[src/rtl/stk_pkg.sv]
// Shared descriptor types for the stack allocator return path.
package stk_pkg;
  localparam int RT_PORTS_N = 2;
  localparam int BANK_W     = 2;
  localparam int LINE_W     = 6;

  typedef logic [BANK_W-1:0] bank_id_t;
  typedef logic [LINE_W-1:0] line_id_t;

  typedef struct packed {
    bank_id_t bnk_id;
    line_id_t line_id;
  } ptr_t;
endpackage

[src/rtl/stk_pipe_dl_buf.sv]
// 2-write/1-read descriptor queue; head falls through to the first pushed
// entry while empty so an idle buffer adds no latency.
module stk_pipe_dl_buf
  import stk_pkg::*;
#(
  parameter int DEPTH = 4
) (
  input  logic                    clk,
  input  logic                    arst_n,
  input  logic [RT_PORTS_N-1:0]   i_push,
  input  ptr_t [RT_PORTS_N-1:0]   i_wdata,
  input  logic                    i_pop,
  output ptr_t                    o_rdata,
  output logic                    o_empty,
  output logic [$clog2(DEPTH):0]  o_cnt_nxt
);
  localparam int AW = $clog2(DEPTH);
  localparam int CW = AW + 1;

  logic [AW-1:0] r_wr, r_rd;
  logic [CW-1:0] r_cnt;
  ptr_t          r_mem [DEPTH];
  ptr_t          w_wd0;
  logic [1:0]    w_npush;

  // A lone port-1 push takes the first free slot.
  assign w_wd0     = i_push[0] ? i_wdata[0] : i_wdata[1];
  assign w_npush   = {1'b0, i_push[0]} + {1'b0, i_push[1]};
  assign o_empty   = (r_cnt == '0);
  assign o_cnt_nxt = r_cnt + CW'(w_npush) - CW'(i_pop);
  assign o_rdata   = o_empty ? w_wd0 : r_mem[r_rd];

  always_ff @(posedge clk) begin
    if (|i_push) r_mem[r_wr] <= w_wd0;
    if (&i_push) r_mem[r_wr + AW'(1)] <= i_wdata[1];
  end

  always_ff @(posedge clk) begin
    if (!arst_n) begin
      r_wr  <= '0;
      r_rd  <= '0;
      r_cnt <= '0;
    end else begin
      r_wr  <= r_wr + AW'(w_npush);
      if (i_pop) r_rd <= r_rd + AW'(1);
      r_cnt <= o_cnt_nxt;
    end
  end
endmodule

[src/rtl/stk_pipe_dl.sv]
// Retired-descriptor return pipe: buffers up to two retires per cycle and
// hands descriptors back to the allocator one per cycle in arrival order.
module stk_pipe_dl
  import stk_pkg::*;
#(
  parameter int DEPTH = 4
) (
  input  logic                  clk,
  input  logic                  arst_n,
  input  logic [RT_PORTS_N-1:0] i_rt_vld,
  input  ptr_t [RT_PORTS_N-1:0] i_rt_ptr,
  output logic                  o_rt_rdy_r,
  input  logic                  i_init_busy,
  output logic                  o_dealloc_vld_r,
  output ptr_t                  o_dealloc_ptr_r,
  output logic                  o_busy_r
);
  localparam int CW = $clog2(DEPTH) + 1;

  logic [RT_PORTS_N-1:0] w_push;
  logic                  w_pop, w_empty;
  ptr_t                  w_head;
  logic [CW-1:0]         w_cnt_nxt;

  assign w_push = i_rt_vld & {RT_PORTS_N{o_rt_rdy_r}};
  assign w_pop  = (~w_empty | (|w_push)) & ~i_init_busy;

  stk_pipe_dl_buf #(.DEPTH(DEPTH)) u_buf (
    .clk       (clk),
    .arst_n    (arst_n),
    .i_push    (w_push),
    .i_wdata   (i_rt_ptr),
    .i_pop     (w_pop),
    .o_rdata   (w_head),
    .o_empty   (w_empty),
    .o_cnt_nxt (w_cnt_nxt)
  );

  // Ready reserves room for a dual retire next cycle, this cycle's pop included.
  always_ff @(posedge clk) begin
    if (!arst_n) begin
      o_rt_rdy_r      <= 1'b0;
      o_dealloc_vld_r <= 1'b0;
      o_dealloc_ptr_r <= '0;
      o_busy_r        <= 1'b0;
    end else begin
      o_rt_rdy_r      <= (w_cnt_nxt <= CW'(DEPTH - 2));
      o_dealloc_vld_r <= w_pop;
      if (w_pop) o_dealloc_ptr_r <= w_head;
      o_busy_r        <= (w_cnt_nxt != '0) | w_pop;
    end
  end
endmodule

[config.mk]
export PLATFORM = sky130hd
export DESIGN_NAME = stk_pipe_dl
export DESIGN_NICKNAME = d
export VERILOG_FILES = /design/src/rtl/stk_pkg.sv /design/src/rtl/stk_pipe_dl_buf.sv /design/src/rtl/stk_pipe_dl.sv
export SDC_FILE = /design/constraint.sdc
export NUM_CORES = 1
export LEC_CHECK = 0
export BUFFER_PORTS_ARGS = -buffer_cell sky130_fd_sc_hd__clkbuf_2
export CAP_MARGIN = 20
export CORE_MARGIN = 4
export CORE_UTILIZATION = 58
export DETAILED_ROUTE_END_ITERATION = 6
export HOLD_SLACK_MARGIN = 0.02
export PLACE_DENSITY = 0.79
export SYNTH_ARGS = -nofsm -noshare
export SYNTH_HDL_FRONTEND = slang
export SYNTH_SLANG_ARGS = --single-unit
[constraint.sdc]
create_clock -name clk -period 3.4 [get_ports clk]
set_input_delay 0.51 -clock clk [delete_from_list [all_inputs] [get_ports clk]]
set_output_delay 0.51 -clock clk [all_outputs]
set_load 0.02 [all_outputs]
==> impl_metrics.json, run 1 <==
{
  "finalHoldViolations": 0,
  "maxCapViolations": 0,
  "pwr_density_cell_nw_per_um2": 749,
  "layout-drive-gt1-share": 0.217,
  "cp-end-kind": "flip-flop",
  "core_area_um2": 4410,
  "drt-vias-per-instance": 5.92,
  "die_y_um": 76.0,
  "path_clk_slew_ns": 0.10,
  "pwr-share-seq": 0.420,
  "mostFrequentLayoutCells": "42 x a21oi_1, 38 x nor2_1, 32 x edfxtp_1",
  "grt_max_degree": 20,
  "tritoncts": "built",
  "antenna_found_initial": 0,
  "switchingPower_uw": 813,
  "overflow": 0,
  "post_cts_resized": 0,
  "min_period_ns": 3.04,
  "required_ns": 3.58,
  "wl_um": 6030,
  "mostFrequentLayoutCell": "a21oi_1",
  "crit_type": "flip-flop to flip-flop",
  "swShare": 0.357,
  "h-tree-depth": 2,
  "grt_pass1_vias": 1985,
  "synth_area_per_cell_um2": 10.2,
  "grt_pass1_wl_um": 9920,
  "multiInputGateArea_um2": 1180,
  "drt_pass1_iterations": 5,
  "cts-root-buf": "clkbuf_8",
  "start_util": 0.607,
  "cp-start-kind": "flip-flop",
  "dp.cells": 339,
  "syn-num-nets": 290,
  "synthFlopType": "edfxtp_1",
  "dieArea_um2": 5770,
  "crit_start": "o_rt_rdy_r$_SDFF_PN0_",
  "synth-edff-count": 32,
  "period_share": 0.894,
  "synth.ff_latch_count": 52,
  "die_w_um": 76.0,
  "hold_buffers": 0,
  "dr_total_vias": 2055,
  "drc": 0,
  "hold_path_class": "flip-flop to flip-flop",
  "power_frac_comb": 0.364,
  "slew_violations": 0,
  "io_buffers": 31,
  "maxSlewHeadroom": 0.459,
  "rows": 24,
  "netlist_area_um2": 2680,
  "ys_types": 37,
  "tightest_slew_ns": 0.805,
  "cts_max_path_buffers": 2,
  "layout.nets": 322,
  "p_leak_nw": 1.26,
  "power_frac_clock": 0.216,
  "clock_latency_ns": 0.31,
  "p_total_mw": 2.28,
  "cts_buffers": 5,
  "gp_congestion": 0.810,
  "ys_async_sr_fraction": 0,
  "rsz0062_at_grt": "no",
  "ant_nets": 0,
  "ir_worst_vdd_mv": 0.324,
  "skew_ns": 0.00476,
  "clock_sinks": 52,
  "min-delay-start": "u_buf.r_rd[1]$_SDFFE_PN0P_",
  "num_antenna_cells": 0,
  "ys_seq_area_frac": 0.508,
  "place_hpwl_um": 4450,
  "fmax_mhz": 329,
  "syn2layout_area_growth_pct": 13.5,
  "n_fill_cell": 338,
  "cts_setup_buffers": 0,
  "io_pins": 32,
  "crit_fanout": 19,
  "wl_per_cell_um": 17.4,
  "grt_util_all_layers": 0.219,
  "setup_viol_count_final": 0,
  "synth_cells": 262,
  "fin_cells": 347,
  "setup_tns_ns": 0,
  "cp.arrival_ns": 3.22,
  "p_int_mw": 1.47,
  "r2r-start": "o_rt_rdy_r$_SDFF_PN0_",
  "outcome": "completed",
  "drtIter0Drc": 175,
  "layout.area.seq_um2": 1360,
  "yosysWarnings": 0
}
[through the flow]
stage	util	setup WS [ns]	area (µm²)	hold WS [ns]
3_5_place_dp	0.657	0.342	2900	0.482
6_report	0.690	0.361	3040	0.490
5_1_grt	0.690	0.145	3040	0.510
4_1_cts	0.690	0.360	3040	0.498
2_1_floorplan	-	0.431	2680	0.449
3_3_place_gp	0.657	0.443	2900	0.464
[layout make-up]
type | instances | share of cell area
tap | 52 | 0.0214
timing repair buffer | 39 | 0.0707
clock buffer | 8 | 0.0473
sequential | 52 | 0.447
inverter | 19 | 0.0251
multi-input combinational | 177 | 0.388
[Yosys cell counts, types with 4 or more instances]
library cell | count | area share
mux4_2 | 8 | 0.067
a21oi_1 | 42 | 0.078
nand2_1 | 15 | 0.021
a311oi_2 | 4 | 0.022
dfxtp_1 | 20 | 0.15
inv_1 | 17 | 0.024
a21boi_1 | 8 | 0.022
clkbuf_1 | 6 | 0.0084
and2_1 | 4 | 0.0093
o21ai_0 | 9 | 0.017
ha_1 | 6 | 0.028
edfxtp_1 | 32 | 0.36
nor2_1 | 38 | 0.053
buf_2 | 5 | 0.0093
and3_1 | 9 | 0.021
nor3_1 | 10 | 0.019
a311oi_1 | 4 | 0.013
[power groups by stage]
stage / combinational, mW / clock [mW] / sequential, mW
floorplan: 0.597 / 0 / 0.958
global placement: 0.802 / 0 / 0.966
detailed placement: 0.829 / 0 / 0.973
CTS: 0.832 / 0.496 / 0.958
global route: 0.922 / 0.528 / 0.983
finish: 0.829 / 0.493 / 0.958
[critical path, stage by stage (launching register included)]
cell and delay [ns]:
dfxtp_1 0.51, nand2_1 0.18, ha_1 0.18, or4b_1 0.56
nand2_8 0.14, inv_6 0.06, ha_1 0.28, inv_1 0.04
ha_1 0.19, fa_1 0.37, xnor2_1 0.26, a31oi_1 0.12
[registers in the layout, summed over array words and instances, names as in the netlist, named ones only]
register         count
u_buf.r_cnt          3
u_buf.r_mem         32
u_buf.r_rd           2
o_dealloc_ptr_r      8
o_busy_r             1
o_rt_rdy_r           1
u_buf.r_wr           2
o_dealloc_vld_r      1
[routing by layer]
metal | global-route usage | up-vias | wire, µm
met5 | 0 | - | 0
li1 | - | 1007 | -
met3 | 0.0485 | 7 | 391
met2 | 0.353 | 76 | 2940
met1 | 0.299 | 965 | 2620
met4 | 0.0587 | 0 | 81
[final timing paths]
path / to / slack (ns) / cells past startpoint
hold / removal: u_buf.r_rd[1]$_SDFFE_PN0P_ / 0.49 / 2
hold reg to reg: u_buf.r_rd[1]$_SDFFE_PN0P_ / 0.49 / 2
setup reg to reg: o_busy_r$_SDFF_PN0_ / 0.36 / 11
setup / recovery: o_busy_r$_SDFF_PN0_ / 0.36 / 11
[cells by family after synthesis]
| group | count (synthesis) | synth area share |
|---|---|---|
| AO/OA/AOI/OAI | 69 | 0.158 |
| XOR/XNOR | 3 | 0.00980 |
| adder cells (fa/ha/maj) | 7 | 0.0355 |
| buffers and inverters | 33 | 0.0532 |
| flip-flops | 52 | 0.508 |
| multiplexers | 9 | 0.0709 |
| AND/OR/NAND/NOR | 89 | 0.165 |
Power figures use the tool's default switching activity.
==> inputs of run 2 (changes only) <==
--- a/config.mk
+++ b/config.mk
@@ -7,7 +7,8 @@
 export LEC_CHECK = 0
 export BUFFER_PORTS_ARGS = -buffer_cell sky130_fd_sc_hd__clkbuf_2
 export CAP_MARGIN = 20
-export CORE_MARGIN = 4
+export CORE_ASPECT_RATIO = 0.6
+export CORE_MARGIN = 5
 export CORE_UTILIZATION = 58
 export DETAILED_ROUTE_END_ITERATION = 6
 export HOLD_SLACK_MARGIN = 0.02
==> impl_metrics.json, run 2 (synthesized netlist as in run 1, its figures left out) <==
{
  "place_hpwl_um": 4400,
  "setup_viol_count_final": 0,
  "layout-drive-gt1-share": 0.210,
  "dr_total_vias": 2055,
  "grt_pass1_vias": 1910,
  "rows": 19,
  "drt_pass1_iterations": 5,
  "crit_type": "flip-flop to flip-flop",
  "top_regs": "u_buf.r_mem (32), o_dealloc_ptr_r (8), u_buf.r_cnt (3)",
  "wl_um": 6110,
  "mostFrequentLayoutCell": "a21oi_1",
  "cts-root-buf": "clkbuf_8",
  "start_util": 0.594,
  "die_w_um": 97.8,
  "num_antenna_cells": 0,
  "rsz0062_at_grt": "no",
  "syn2layout_area_growth_pct": 12.0,
  "min_period_ns": 2.80,
  "overflow": 0,
  "cts_buffers": 5,
  "mostFrequentLayoutCells": "42 x a21oi_1, 38 x nor2_1, 32 x edfxtp_1",
  "slew_violations": 0,
  "whs_ns": 0.496,
  "drt-vias-per-instance": 5.74,
  "layout.nets": 322,
  "pwr_density_cell_nw_per_um2": 720,
  "antenna_found_initial": 0,
  "grt_util_all_layers": 0.205,
  "r2r-start": "o_rt_rdy_r$_SDFF_PN0_",
  "grt_pass1_wl_um": 9850,
  "io_buffers": 31,
  "maxSlewHeadroom": 0.410,
  "cts_max_path_buffers": 2,
  "top_register": "u_buf.r_mem",
  "skew_ns": 0.0119,
  "gp_congestion": 0.831,
  "cp-end-kind": "flip-flop",
  "fmax_mhz": 357,
  "io_pins": 32,
  "drtIter0Drc": 162,
  "tightest_slew_ns": 0.878,
  "min-delay-start": "u_buf.r_rd[1]$_SDFFE_PN0P_",
  "maxCapViolations": 0,
  "setup_tns_ns": 0,
  "post_cts_resized": 0,
  "grt_max_degree": 18,
  "outcome": "completed",
  "clock_sinks": 52,
  "period_share": 0.825,
  "largest_reg_flops": 32,
  "hold_buffers": 0,
  "ir_worst_vdd_mv": 0.327,
  "tritoncts": "built",
  "h-tree-depth": 2,
  "whs_path_depth": 2,
  "cp.arrival_ns": 3.04,
  "r2r_setup_slack_ns": 0.60,
  "die_y_um": 62.7,
  "hold_end": "u_buf.r_rd[1]$_SDFFE_PN0P_",
  "required_ns": 3.64,
  "core_area_um2": 4520,
  "clock_latency_ns": 0.30,
  "hold_path_class": "flip-flop to flip-flop",
  "cts_setup_buffers": 0,
  "cp-start-kind": "flip-flop",
  "p_leak_nw": 1.23,
  "finalHoldViolations": 0,
  "drc": 0,
  "path_clk_slew_ns": 0.10,
  "wl_per_cell_um": 17.1,
  "dpl_cell_area_um2": 2910,
  "ant_nets": 0,
  "final_area_um2": 3000,
  "dieArea_um2": 6130,
  "crit_fanout": 9,
  "r2r_cells": 11,
  "r2r_end": "o_rt_rdy_r$_SDFF_PN0_"
}
-- run 2: changes by cell type in the layout (fill, tap and decap cells not counted) --
cell / delta
clkbuf_16: -3
clkinv_4: +1
o31ai_1: +1
o31ai_2: -1
clkbuf_8: +1
clkbuf_1: +1
-- run 2: critical path, stage by stage, from the launching register on --
cell     delay [ns]
dfxtp_1        0.34
nand2_1        0.10
ha_1           0.18
or4b_1         0.56
nand2_8        0.13
inv_6          0.06
ha_1           0.28
inv_1          0.04
ha_1           0.19
fa_1           0.39
xnor2_1        0.26
and3_1         0.21
-- run 2: worst max path at each step --
stage	from	slack, ns	to	depth (start not counted)
final	o_rt_rdy_r$_SDFF_PN0_	0.60	o_rt_rdy_r$_SDFF_PN0_	11
after global routing	o_rt_rdy_r$_SDFF_PN0_	0.47	o_rt_rdy_r$_SDFF_PN0_	11
after CTS	o_rt_rdy_r$_SDFF_PN0_	0.61	o_rt_rdy_r$_SDFF_PN0_	11
after detailed placement	i_rt_vld[0]	0.33	o_busy_r$_SDFF_PN0_	12
after global placement	i_rt_vld[0]	0.39	o_rt_rdy_r$_SDFF_PN0_	12
after floorplan	i_rt_vld[0]	0.43	o_rt_rdy_r$_SDFF_PN0_	13
-- run 2: where the power goes --
part	total, mW	internal, mW	leakage (nW)	switching [mW]
Combinational	0.847	0.349	0.728	0.498
Sequential	0.939	0.840	0.457	0.0987
Clock	0.377	0.168	0.0484	0.210
Total	2.16	1.36	1.23	0.806
-- run 2: final cells by class --
type | count | area, µm²
Sequential cell | 52 | 1360
Clock buffer | 7 | 86.3
Timing Repair Buffer | 39 | 215
Inverter | 19 | 76.3
Clock inverter | 1 | 8.76
Multi-Input combinational cell | 177 | 1180
Fill cell | 365 | 1510
Tap cell | 63 | 78.8
-- run 2: per-layer routing --
layer,global-route usage,share of wire
met5,0,0
met3,0.0435,0.096
met2,0.312,0.45
met1,0.309,0.46
met4,0.0294,0.0033
-- run 2: per-stage QoR --
step	total power [mW]	cells	setup WS, ns	util
after floorplan	1.56	262	0.431	-
final	2.16	358	0.596	0.665
after CTS	2.16	358	0.610	0.665
after global placement	1.77	350	0.386	0.644
after global routing	2.29	358	0.466	0.665
after detailed placement	1.80	350	0.331	0.644
==> inputs of run 3 (changes only) <==
==> constraint.sdc (replaced) <==
create_clock -name clk -period 2.8 [get_ports clk]
set_input_delay 0.42 -clock clk [delete_from_list [all_inputs] [get_ports clk]]
set_output_delay 0.42 -clock clk [all_outputs]
set_load 0.02 [all_outputs]
==> impl_metrics.json, run 3 (synthesized netlist as in run 1, its figures left out) <==
{
  "outcome": "completed",
  "slowest_stage": "or4b_4",
  "hold_path_class": "input port to flip-flop",
  "min_period_ns": 2.63,
  "dr_total_vias": 2111,
  "drtIter0Drc": 156,
  "h-tree-depth": 2,
  "layout-drive-gt1-share": 0.235,
  "dieArea_um2": 6130,
  "cts_buffers": 5,
  "crit_type": "flip-flop to flip-flop",
  "clock_sinks": 52,
  "mostFrequentLayoutCells": "42 x a21oi_1, 38 x nor2_1, 32 x edfxtp_1",
  "ir_worst_vdd_mv": 0.449,
  "maxSlewHeadroom": 0.542,
  "overflow": 0,
  "layout.area.seq_um2": 1370,
  "p_leak_nw": 1.25,
  "p_int_mw": 1.66,
  "gp_congestion": 0.813,
  "fmax_mhz": 380,
  "multiInputGateArea_um2": 1210,
  "post_cts_resized": 0,
  "ant_nets": 0,
  "path_cells": "nand2_4 -> ha_4 -> or4b_4 -> nand2_8 -> inv_6 -> ha_1 -> inv_1 -> ha_2 -> fa_1 -> xnor2_1 -> a31oi_1",
  "setup_viol_count_final": 0,
  "tritoncts": "built",
  "cpLargestDelayFamily": "adder cells",
  "n_fill_cell": 354,
  "crit_path_max_incr_delay_ns": 0.50,
  "cp-end-kind": "flip-flop",
  "rows": 19,
  "pwr-share-seq": 0.431,
  "hold_buffers": 0,
  "crit_fanout": 3,
  "power_frac_comb": 0.414,
  "drt-vias-per-instance": 5.85,
  "setup_tns_ns": 0,
  "slew_violations": 0,
  "layout.nets": 325,
  "top_register": "u_buf.r_mem",
  "skew_ns": 0.00728,
  "cp.arrival_ns": 2.79,
  "power_frac_clock": 0.155,
  "syn2layout_area_growth_pct": 13.9,
  "final_area_um2": 3050,
  "num_antenna_cells": 0,
  "top_regs": "u_buf.r_mem (32), o_dealloc_ptr_r (8), u_buf.r_cnt (3)",
  "wl_um": 6340,
  "io_pins": 32,
  "cts_setup_buffers": 0,
  "die_w_um": 97.8,
  "cts-root-buf": "clkbuf_8",
  "path_clk_slew_ns": 0.09,
  "worst-path-buf-inv": 2,
  "required_ns": 2.96,
  "grt_max_degree": 18,
  "maxCapViolations": 0,
  "cts_max_path_buffers": 2,
  "pwr_density_cell_nw_per_um2": 868,
  "finalHoldViolations": 0,
  "grt_pass1_vias": 2046,
  "place_hpwl_um": 4630,
  "drt_pass1_iterations": 5,
  "dpl_cell_area_um2": 2970,
  "antenna_found_initial": 0,
  "core_area_um2": 4520,
  "io_buffers": 31,
  "start_util": 0.594,
  "drc": 0,
  "cp-start-kind": "flip-flop",
  "rsz0062_at_grt": "no",
  "period_share": 0.940,
  "largest_reg_flops": 32,
  "swShare": 0.374,
  "clock_latency_ns": 0.30,
  "grt_pass1_wl_um": 10500,
  "die_y_um": 62.7,
  "dp.cells": 353,
  "grt_util_all_layers": 0.219,
  "switchingPower_uw": 991,
  "wl_per_cell_um": 17.5,
  "tightest_slew_ns": 0.686,
  "fin_cells": 361,
  "mostFrequentLayoutCell": "a21oi_1"
}
-- run 3: cell types whose count changed in the layout (fill, tap and decap cells not counted), moves of 2 or more --
cell	previous run	this run
buf_4	8	11
ha_1	6	4
nand2_1	15	13
nand2_4	0	2
-- run 3: final cells by class --
type	instances	area share
inverters	19	0.0250
flip-flops and latches	52	0.447
clock inverters	2	0.00369
well taps	63	0.0258
repair buffers	42	0.0779
clock buffers	6	0.0238
multi-input cells	177	0.397
-- run 3: power by group through the flow --
stage,clock network (mW),logic [mW],registers [mW]
floorplan,0,0.765,1.17
global placement,0,1.06,1.15
detailed placement,0,1.09,1.16
CTS,0.423,1.10,1.15
global route,0.464,1.21,1.17
finish,0.412,1.10,1.14
-- run 3: worst register-to-register path: stages, from the launching register on --
cell     delay, ns
dfxtp_4       0.37
nand2_4       0.08
ha_4          0.13
or4b_4        0.50
nand2_8       0.11
inv_6         0.03
ha_1          0.25
inv_1         0.04
ha_2          0.17
fa_1          0.40
xnor2_1       0.27
a31oi_1       0.13
-- run 3: routing by layer --
metal / part of all wire / vias up / GRT usage
met5: 0 / - / 0
met3: 0.093 / 10 / 0.0557
met2: 0.45 / 110 / 0.335
met4: 0.012 / 0 / 0.0587
met1: 0.45 / 985 / 0.311
li1: - / 1006 / -
-- run 3: path summary, 6_finish.rpt --
path	startpoint	end	slack (ns)	cells past startpoint
max	o_rt_rdy_r$_SDFF_PN0_	o_busy_r$_SDFF_PN0_	0.17	11
min reg2reg	u_buf.r_rd[1]$_SDFFE_PN0P_	flip-flop	0.50	2
max reg2reg	o_rt_rdy_r$_SDFF_PN0_	o_busy_r$_SDFF_PN0_	0.17	11
min	i_init_busy	flip-flop	0.45	3
-- run 3: per-stage QoR --
step	hold WS [ns]	total power, mW	setup slack [ns]	util
2_1_floorplan	0.449	1.93	0.00743	-
3_3_place_gp	0.466	2.22	0.0579	0.657
3_5_place_dp	0.497	2.26	0.0108	0.657
4_1_cts	0.437	2.66	0.158	0.676
5_1_grt	0.466	2.84	0.0403	0.676
6_report	0.448	2.65	0.168	0.676
